## src/rtl/fifo_burst_reader_if.sv

```systemverilog
// Bundle of the command, FIFO read-window and output-stream signals of the
// burst reader. The reader itself uses the slave view; the environment that
// feeds commands and FIFO words and consumes the stream uses the master view.
interface fifo_burst_reader_if #(
  parameter int DATA_WIDTH = 8,
  parameter int M          = 4,
  parameter int LEN_W      = 16,
  parameter int CNT_W      = $clog2(M + 1)
);
  logic                          cmd_valid;
  logic                          cmd_ready;
  logic [LEN_W-1:0]              cmd_len;
  logic [M-1:0][DATA_WIDTH-1:0]  fifo_data;
  logic [CNT_W-1:0]              fifo_words_avail;
  logic [CNT_W-1:0]              fifo_rd_en;
  logic [DATA_WIDTH-1:0]         out_data;
  logic                          out_valid;
  logic                          out_ready;
  logic                          busy;
  logic                          done;

  modport slave (
    input  cmd_valid, cmd_len, fifo_data, fifo_words_avail, out_ready,
    output cmd_ready, fifo_rd_en, out_data, out_valid, busy, done
  );

  modport master (
    output cmd_valid, cmd_len, fifo_data, fifo_words_avail, out_ready,
    input  cmd_ready, fifo_rd_en, out_data, out_valid, busy, done
  );
endinterface

```

## src/rtl/fifo_burst_reader.sv

```systemverilog
// Burst reader: takes an L-word command, pulls up to M words per cycle from a
// multi-word FIFO read window into a small circular buffer, and streams them
// out one word per cycle on a valid/ready interface.
module fifo_burst_reader #(
  parameter int DATA_WIDTH = 8,
  parameter int M          = 4,
  parameter int LEN_W      = 16,
  parameter int CNT_W      = $clog2(M + 1),
  parameter int BUF_DEPTH  = 2 * M
) (
  input  logic                 clk,
  input  logic                 rst_n,
  fifo_burst_reader_if.slave   bus
);

  localparam int ADDR_W = $clog2(BUF_DEPTH);
  localparam int OCC_W  = ADDR_W + 1;
  localparam int MW_A   = (LEN_W > CNT_W) ? LEN_W : CNT_W;
  localparam int MW     = (MW_A > OCC_W) ? MW_A : OCC_W;

  typedef enum logic [1:0] {IDLE, FETCH, DRAIN} state_t;

  state_t                state_q, state_d;
  logic [ADDR_W-1:0]     rd_ptr_q, rd_ptr_d;
  logic [ADDR_W-1:0]     wr_ptr_q, wr_ptr_d;
  logic [OCC_W-1:0]      occ_q, occ_d;
  logic [LEN_W-1:0]      rem_q, rem_d;
  logic                  done_q, done_d;
  logic [DATA_WIDTH-1:0] buf_q [BUF_DEPTH];

  logic [MW-1:0]         avail_ext, free_ext, rem_ext, take_ext;
  logic [CNT_W-1:0]      take;
  logic                  pop;

  // Words to pull this cycle: min(available, free space, remaining) while fetching.
  // Free space ignores a same-cycle pop to keep this path short.
  always_comb begin
    avail_ext = MW'(bus.fifo_words_avail);
    free_ext  = MW'(OCC_W'(BUF_DEPTH) - occ_q);
    rem_ext   = MW'(rem_q);
    take_ext  = avail_ext;
    if (free_ext < take_ext) take_ext = free_ext;
    if (rem_ext < take_ext)  take_ext = rem_ext;
    if (state_q != FETCH)    take_ext = '0;
    take = CNT_W'(take_ext);
  end

  assign pop            = (occ_q != '0) && bus.out_ready;
  assign bus.fifo_rd_en = take;
  assign bus.out_valid  = (occ_q != '0);
  assign bus.out_data   = buf_q[rd_ptr_q];
  assign bus.busy       = (state_q != IDLE);
  assign bus.cmd_ready  = (state_q == IDLE);
  assign bus.done       = done_q;

  // Next-state logic: command capture, remaining-count tracking and end-of-burst detection.
  always_comb begin
    state_d  = state_q;
    rem_d    = rem_q;
    done_d   = 1'b0;
    wr_ptr_d = wr_ptr_q + ADDR_W'(take);
    rd_ptr_d = rd_ptr_q + ADDR_W'(pop);
    occ_d    = occ_q + OCC_W'(take) - OCC_W'(pop);
    case (state_q)
      IDLE: begin
        if (bus.cmd_valid) begin
          rem_d = bus.cmd_len;
          if (bus.cmd_len == '0) done_d  = 1'b1;
          else                   state_d = FETCH;
        end
      end
      FETCH: begin
        rem_d = rem_q - LEN_W'(take);
        if (rem_d == '0) state_d = DRAIN;
      end
      DRAIN: begin
        if ((occ_q == OCC_W'(1)) && pop) begin
          done_d  = 1'b1;
          state_d = IDLE;
        end
      end
      default: state_d = IDLE;
    endcase
  end

  // Control state register; reset abandons any burst in flight without a done pulse.
  always_ff @(posedge clk or negedge rst_n) begin
    if (!rst_n) begin
      state_q  <= IDLE;
      rd_ptr_q <= '0;
      wr_ptr_q <= '0;
      occ_q    <= '0;
      rem_q    <= '0;
      done_q   <= 1'b0;
    end else begin
      state_q  <= state_d;
      rd_ptr_q <= rd_ptr_d;
      wr_ptr_q <= wr_ptr_d;
      occ_q    <= occ_d;
      rem_q    <= rem_d;
      done_q   <= done_d;
    end
  end

  // Buffer storage: oldest-first FIFO words land at consecutive slots from wr_ptr, wrapping.
  // Cleared on reset so out_data reads zero while idle after reset.
  always_ff @(posedge clk or negedge rst_n) begin
    if (!rst_n) begin
      for (int i = 0; i < BUF_DEPTH; i++) buf_q[i] <= '0;
    end else begin
      for (int i = 0; i < M; i++) begin
        if (i < int'(take)) buf_q[wr_ptr_q + ADDR_W'(i)] <= bus.fifo_data[i];
      end
    end
  end

endmodule
```

## src/flat_wrapper.sv

```systemverilog
// flat-port wrapper written by rule: the top's interface ports become plain ports
module fifo_burst_reader_flat 
#(
  parameter int DATA_WIDTH = 8,
  parameter int M          = 4,
  parameter int LEN_W      = 16,
  parameter int CNT_W      = $clog2(M + 1),
  parameter int BUF_DEPTH  = 2 * M
)
  (clk, rst_n, bus_cmd_valid, bus_cmd_len, bus_fifo_data, bus_fifo_words_avail, bus_out_ready, bus_cmd_ready, bus_fifo_rd_en, bus_out_data, bus_out_valid, bus_busy, bus_done);
  fifo_burst_reader_if #(.DATA_WIDTH(DATA_WIDTH), .M(M), .LEN_W(LEN_W), .CNT_W(CNT_W)) bus_i ();
  input  logic clk;
  input  logic rst_n;
  input wire logic [$bits(bus_i.cmd_valid)-1:0] bus_cmd_valid;
  input wire logic [$bits(bus_i.cmd_len)-1:0] bus_cmd_len;
  input wire logic [$bits(bus_i.fifo_data)-1:0] bus_fifo_data;
  input wire logic [$bits(bus_i.fifo_words_avail)-1:0] bus_fifo_words_avail;
  input wire logic [$bits(bus_i.out_ready)-1:0] bus_out_ready;
  output wire logic [$bits(bus_i.cmd_ready)-1:0] bus_cmd_ready;
  output wire logic [$bits(bus_i.fifo_rd_en)-1:0] bus_fifo_rd_en;
  output wire logic [$bits(bus_i.out_data)-1:0] bus_out_data;
  output wire logic [$bits(bus_i.out_valid)-1:0] bus_out_valid;
  output wire logic [$bits(bus_i.busy)-1:0] bus_busy;
  output wire logic [$bits(bus_i.done)-1:0] bus_done;
  assign bus_i.cmd_valid = bus_cmd_valid;
  assign bus_i.cmd_len = bus_cmd_len;
  assign bus_i.fifo_data = bus_fifo_data;
  assign bus_i.fifo_words_avail = bus_fifo_words_avail;
  assign bus_i.out_ready = bus_out_ready;
  assign bus_cmd_ready = bus_i.cmd_ready;
  assign bus_fifo_rd_en = bus_i.fifo_rd_en;
  assign bus_out_data = bus_i.out_data;
  assign bus_out_valid = bus_i.out_valid;
  assign bus_busy = bus_i.busy;
  assign bus_done = bus_i.done;
  fifo_burst_reader #(.DATA_WIDTH(DATA_WIDTH), .M(M), .LEN_W(LEN_W), .CNT_W(CNT_W), .BUF_DEPTH(BUF_DEPTH)) u_core (.clk(clk), .rst_n(rst_n), .bus(bus_i));
endmodule
```

## config.mk

```make
export PLATFORM = sky130hd
export DESIGN_NAME = fifo_burst_reader_flat
export DESIGN_NICKNAME = d
export VERILOG_FILES = /design/src/rtl/fifo_burst_reader_if.sv /design/src/rtl/fifo_burst_reader.sv /design/src/flat_wrapper.sv
export SDC_FILE = /design/constraint.sdc
export NUM_CORES = 1
export LEC_CHECK = 0
export BUFFER_PORTS_ARGS = -buffer_cell sky130_fd_sc_hd__buf_2
export CAP_MARGIN = 20
export CORE_MARGIN = 2
export CORE_UTILIZATION = 50
export CTS_CLUSTER_SIZE = 16
export DETAILED_ROUTE_END_ITERATION = 12
export HOLD_SLACK_MARGIN = 0.12
export PLACE_DENSITY_LB_ADDON = 0.1
export SKIP_LAST_GASP = 1
export SYNTH_ARGS = -nofsm -noshare
export SYNTH_HDL_FRONTEND = slang
export SYNTH_SLANG_ARGS = --single-unit
```

## constraint.sdc

```tcl
create_clock -name clk -period 7.47 [get_ports clk]
set_input_delay 0.3735 -clock clk [delete_from_list [all_inputs] [get_ports clk]]
set_output_delay 0.3735 -clock clk [all_outputs]
set_load 0.05 [all_outputs]
```

# [After elaboration in Yosys (flattened, before gate mapping)]
# Cells that the tools add are included.
[classes] n_addsub=9 reduce_logical=14 mux=33 div=0 n_eq_ne=8 magnitude_cmp=15 shifts=0 multipliers=0 bitwise_logic=5
[op_table] op="$bwmux 64" n=4
[op_table] op="$mux 64" n=4
[op_table] op="$demux 8 s3" n=4
[op_table] op="$mux 8" n=6
[op_table] op="$logic_not 16->1" n=2
[op_table] op="$mux 16" n=2
[op_table] op="$pmux 16 s2" n=1
[op_table] op="$bmux 8 s3" n=1
[op_table] op="$ge 4x4->1 const B" n=5
[op_table] op="$not 3->4" n=5
[op_table] op="$lt 16x16->1" n=1
[op_table] op="$lt 16x3->1" n=1
[op_table] op="$lt 4x1->1 const B" n=4
[op_table] op="$sub 16x3->16" n=1
[op_table] op="$mux 2" n=4
[op_table] op="$add 3x2->3 const B" n=2
[op_table] op="$logic_and 1x1->1" n=6
[op_table] op="$lt 1x3->1 const A" n=2
[op_table] op="$lt 2x3->1 const A" n=2
[op_table] op="$mux 3" n=2
[op_table] op="$ne 2x1->1 const B" n=3
[op_table] op="$pmux 2 s3" n=1
[op_table] op="$sub 4x4->5 const A" n=1
[op_table] op="$add 4x3->4" n=1
[op_table] op="15 further kinds" n=19
[word_totals] reg_bits=93 rom_bits=0 latch_bits=0 n_memories=0 in_bits=55 mem_bits_rw=0

# [Longest topological paths before layout]
[depth] ltp_word=14 mapped_depth=26 mapped_depth_nobuf=26

# [Least setup slack after synthesis]
# OpenSTA, ideal clock, no wires.
[synth_path] path_kind="reg2reg" start="register u_core.occ_q[0]" end="register u_core.rem_q[15], in the netlist u_core.rem_ext[15]" t_required_ps=7333 setup_time_ps=137 stages_incl_launch_ff=23 path_buffers=0 synth_period_minus_slack_ps=6064 t_arrival_ps=5927 path_slack_ps=1406 cell_sequence="dfrtp_1 -> inv_1 -> ha_1 -> xnor2_1 -> ha_1 -> a21oi_1 -> o21ai_1 -> nor2_2 -> mux2i_4 -> ha_1 -> o211a_1 -> and3_1 -> a211o_4 -> mux2i_4 -> nor2_1 -> inv_1 -> ha_1 -> o21a_1 -> or3_1 -> or3_1 -> nor3_1 -> mux2i_1 -> a21oi_1"
[synth_between] elab_chain_len=8
[synth_rtl] item="start, declared" line_no="fifo_burst_reader.sv:26" source="logic [OCC_W-1:0] occ_q, occ_d;"
[synth_rtl] item="start signal, assigned" line_no="fifo_burst_reader.sv:92" source="occ_q <= '0;"
[synth_rtl] item="start signal, assigned" line_no="fifo_burst_reader.sv:99" source="occ_q <= occ_d;"
[synth_rtl] item="$sub 4x4->5 *" line_no="fifo_burst_reader.sv:39" source="free_ext = MW'(OCC_W'(BUF_DEPTH) - occ_q);"
[synth_rtl] item="$lt 16x3->1" line_no="fifo_burst_reader.sv:42" source="if (free_ext < take_ext) take_ext = free_ext;"
[synth_rtl] item="$mux 16 *" line_no="fifo_burst_reader.sv:42"
[synth_rtl] item="$lt 16x16->1" line_no="fifo_burst_reader.sv:43" source="if (rem_ext < take_ext) take_ext = rem_ext;"
[synth_rtl] item="$mux 3 *" line_no="fifo_burst_reader.sv:43"
[synth_rtl] item="$mux 3 *" line_no="fifo_burst_reader.sv:44" source="if (state_q != FETCH) take_ext = '0;"
[synth_rtl] item="via bus_fifo_rd_en[2]" line_no="flat_wrapper.sv:20" source="output wire logic [$bits(bus_i.fifo_rd_en)-1:0] bus_fifo_rd_en;"
[synth_rtl] item="$sub 16x3->16 *" line_no="fifo_burst_reader.sv:73" source="rem_d = rem_q - LEN_W'(take);"
[synth_rtl] item="$pmux 16 s2 *" line_no="fifo_burst_reader.sv:64" source="case (state_q)"
[synth_rtl] item="end signal, assigned" line_no="fifo_burst_reader.sv:100" source="rem_q <= rem_d;"
[synth_rtl] item="end, declared" line_no="fifo_burst_reader.sv:27" source="logic [LEN_W-1:0] rem_q, rem_d;"
# Mark *: on every way through the listed nets, which the timed path passes. The rest lies on a longest branch.
# A chain may end at the register's enable or synchronous reset.

# [Final worst setup path]
[layout_path] start="register u_core.occ_q[0]" end="register u_core.state_q[0]"
[layout_between] elab_chain_len=10
[layout_rtl] item="$sub 4x4->5" line_no="fifo_burst_reader.sv:39"
[layout_rtl] item="$lt 16x3->1" line_no="fifo_burst_reader.sv:42"
[layout_rtl] item="$mux 16" line_no="fifo_burst_reader.sv:42"
[layout_rtl] item="$lt 16x16->1" line_no="fifo_burst_reader.sv:43"
[layout_rtl] item="$mux 3" line_no="fifo_burst_reader.sv:43"
[layout_rtl] item="$mux 3" line_no="fifo_burst_reader.sv:44"
[layout_rtl] item="$sub 16x3->16" line_no="fifo_burst_reader.sv:73"
[layout_rtl] item="$logic_not 16->1" line_no="fifo_burst_reader.sv:74" source="if (rem_d == '0) state_d = DRAIN;"
[layout_rtl] item="$ne 2x1->1 (no source line)"
[layout_rtl] item="$reduce_and 4->1 (no source line) *"
[layout_rtl] item="end signal, assigned" line_no="fifo_burst_reader.sv:96" source="state_q <= state_d;"
[layout_rtl] item="end, declared" line_no="fifo_burst_reader.sv:23" source="state_t state_q, state_d;"
# Mark *: on every way between the ends. The rest lies on a longest branch, timed or not.

==> flow_summary.json <==
{
  "status": "complete, no violations",
  "die_h_um": 123,
  "overflow": 0,
  "cts_tree": "built",
  "cp_data_arrival_time_ns": 6.48,
  "r2r-start": "u_core.occ_q[0]$_DFF_PN0_",
  "grt_pass1_wl_um": 36500,
  "drtPass1Iterations": 5,
  "hold_viol": 0,
  "clock_latency_ns": 0.37,
  "yosysSeqAreaShare_pct": 32.6,
  "worst_hold_startpoint": "bus_cmd_len[9]",
  "vias": 6330,
  "area_growth_pct": 8.31,
  "htree_levels": 3,
  "clock_sinks": 93,
  "synth_edf_count": 0,
  "antenna_cells": 0,
  "routed_wl_um": 23700,
  "die_w_um": 123,
  "num_rows": 43,
  "cp-end-kind": "flip-flop",
  "holdWs_ns": 0.331,
  "skew_ns": 0.00963,
  "p_per_area_nw_per_um2": 586,
  "fmax_mhz": 160,
  "fin_nets": 820,
  "slew_violations": 0,
  "leakage_nw": 3.48,
  "portBuffers": 69,
  "drc_errors": 0,
  "path_max_fanout": 9,
  "start_util_pct": 51.2,
  "synth-seq-cells": 93,
  "async_reset_ff_share_pct": 100,
  "pin_count": 70,
  "place_area_um2": 7440,
  "syn_inst": 725,
  "fin_tns_setup_ns": 0,
  "antenna_found_initial": 0,
  "ir_worst_vdd_mv": 0.283,
  "cts_buffers": 9,
  "slew_headroom_pct": 23.0,
  "syn_nets": 804,
  "grt_pass1_vias": 6332,
  "setup_violations": 0,
  "ys_types": 66,
  "avgSynthCellArea_um2": 9.84,
  "yosysMostFrequentCell": "dfrtp_1",
  "startpoint": "u_core.occ_q[0]$_DFF_PN0_",
  "drtIter0Drc": 606,
  "yosys_warnings": 0,
  "cts_root_buf": "clkbuf_16",
  "worst_pin_slew_ns": 1.15,
  "critPathLaunchType": "flip-flop",
  "ant_nets": 0,
  "die_area_um2": 15200,
  "period_needed_ns": 6.25,
  "wl_per_cell_um": 25.6,
  "final_cell_area_um2": 7730,
  "ctsLongestPathBuffers": 2,
  "hp-class": "in -> reg",
  "hpwl_um": 15700,
  "ys.flop_type": "dfrtp_1",
  "synth.largest_area_cell": "dfrtp_1",
  "vias_per_cell": 6.84,
  "drive_gt1_share_pct": 24.0,
  "grt_use_total_pct": 32.6,
  "period_share_pct": 83.7,
  "path_clk_slew_ns": 0.06,
  "rsz0062_at_grt": "false",
  "grt_max_degree": 52,
  "routabilityCongestion": 0.963,
  "cp.required_ns": 7.70,
  "synthTopCellsByCount": "dfrtp_1 (93), mux2i_1 (70), nor2_1 (58)",
  "yosys-top-cells-area": "dfrtp_1 (33%), mux2i_1 (9.8%), mux4_2 (5.0%), o211ai_2 (4.4%), o22ai_1 (4.2%)",
  "fin_ws_ns": 1.22,
  "synth_top_area_share_pct": 32.6,
  "final_core_util_pct": 55.5,
  "netlist_area_um2": 7140,
  "post-place-ws_ns": 1.31,
  "critPathKind": "reg -> reg",
  "drv_cap": 0,
  "core_um2": 13900
}
==> timing repair <==
action / CTS / global route
hold buffers: 1 / 0
resized for setup: 0 / 0
endpoints found under the setup margin: 0 / 0
setup buffers: 0 / 0
hold endpoints to repair: 42 / 0
==> cells in the final DEF (no fill, tap or decap), drive strengths merged, types with 10 or more instances in the layout <==
cell / count
o22ai: 49
and3: 12
a21oi: 27
inv: 26
mux2i: 72
nor4: 10
a22oi: 24
nand2: 45
o211ai: 35
nand3: 15
o21ai: 17
ha: 21
buf: 73
mux4: 16
mux2: 12
dfrtp: 93
nor2: 60
clkbuf: 13
a211oi: 35
==> path summary, 6_finish.rpt <==
kind / cells after the start / slack [ns] / to
setup reg to reg: 26 / 1.22 / u_core.state_q[0]$_DFFE_PN0P_
hold / removal: 3 / 0.33 / u_core.rem_ext[9]$_DFFE_PN0P_
setup / recovery: 26 / 1.22 / u_core.state_q[0]$_DFFE_PN0P_
hold reg to reg: 2 / 0.58 / u_core.buf_q[56]$_DFF_PN0_
max in group asynchronous: 3 / 5.80 / u_core.buf_q[21]$_DFF_PN0_
min in group asynchronous: 2 / 0.56 / u_core.occ_q[1]$_DFF_PN0_
==> metal layers <==
metal	global-route usage (%)	vias up	wire [µm]	part of all wire [%]
li1	-	2793	-	-
met1	44.4	3099	9740	41
met2	49.3	363	10800	46
met3	5.63	75	2180	9.2
met4	17.5	0	926	3.9
met5	0	-	0	0
==> logic make-up (layout without fill, tap and decap cells) <==
group / count (synthesis) / in the layout / synth area share (%)
buffers and inverters: 95 / 116 / 5.57
DFF: 93 / 93 / 32.6
muxes: 100 / 100 / 17.4
adders and majority gates: 24 / 24 / 4.52
AOI/OAI and AO/OA: 217 / 217 / 25.0
xor gates and xnor gates: 12 / 12 / 1.47
other: 1 / 1 / 0.0525
and+or+nand+nor: 183 / 183 / 13.3
==> flip-flops by register name (all words and copies together) (netlist names) <==
register and cells:
u_core.bus.done 1, u_core.occ_q 4, u_core.rd_ptr_q 3, u_core.wr_ptr_q 3, u_core.rem_ext 16, u_core.buf_q 64
u_core.state_q 2
==> where the power goes <==
part / internal, mW / switching [mW] / total, mW
combinational: 1.17 / 1.84 / 3.02
sequential: 0.781 / 0.280 / 1.06
clock: 0.244 / 0.208 / 0.452
==> through the flow <==
stage                     cells  power [mW]
after CTS                   926        4.49
after floorplan             725        3.32
final                       926        4.53
after global placement      909        3.94
after detailed placement    909        4.03
after global routing        926        4.79
==> critical path, cell delays in order, from the launching register on <==
cell,delay [ns]
dfrtp_1,0.46
inv_1,0.12
ha_1,0.25
xnor2_1,0.22
ha_1,0.29
a21oi_1,0.31
o211ai_1,0.19
mux2_2,0.31
a21oi_2,0.21
inv_1,0.14
ha_1,0.21
a21oi_1,0.20
nand4_2,0.20
nor2_1,0.21
nor3_1,0.08
o22ai_2,0.47
and2_1,0.31
ha_1,0.20
inv_1,0.05
fa_1,0.40
a21oi_1,0.23
nand3_1,0.27
nor4bb_1,0.32
a21oi_1,0.07
o32ai_1,0.18
a21o_1,0.16
a21oi_1,0.05
==> area by class of cell <==
class	count	area, µm²
flip-flops and latches	93	2330
clock buffers	13	260
repair buffers	74	388
well taps	180	225
fillers	1233	6200
clock inverters	3	20.0
multi-input cells	537	4410
inverters	26	97.6
Power figures use the tool's default switching activity.
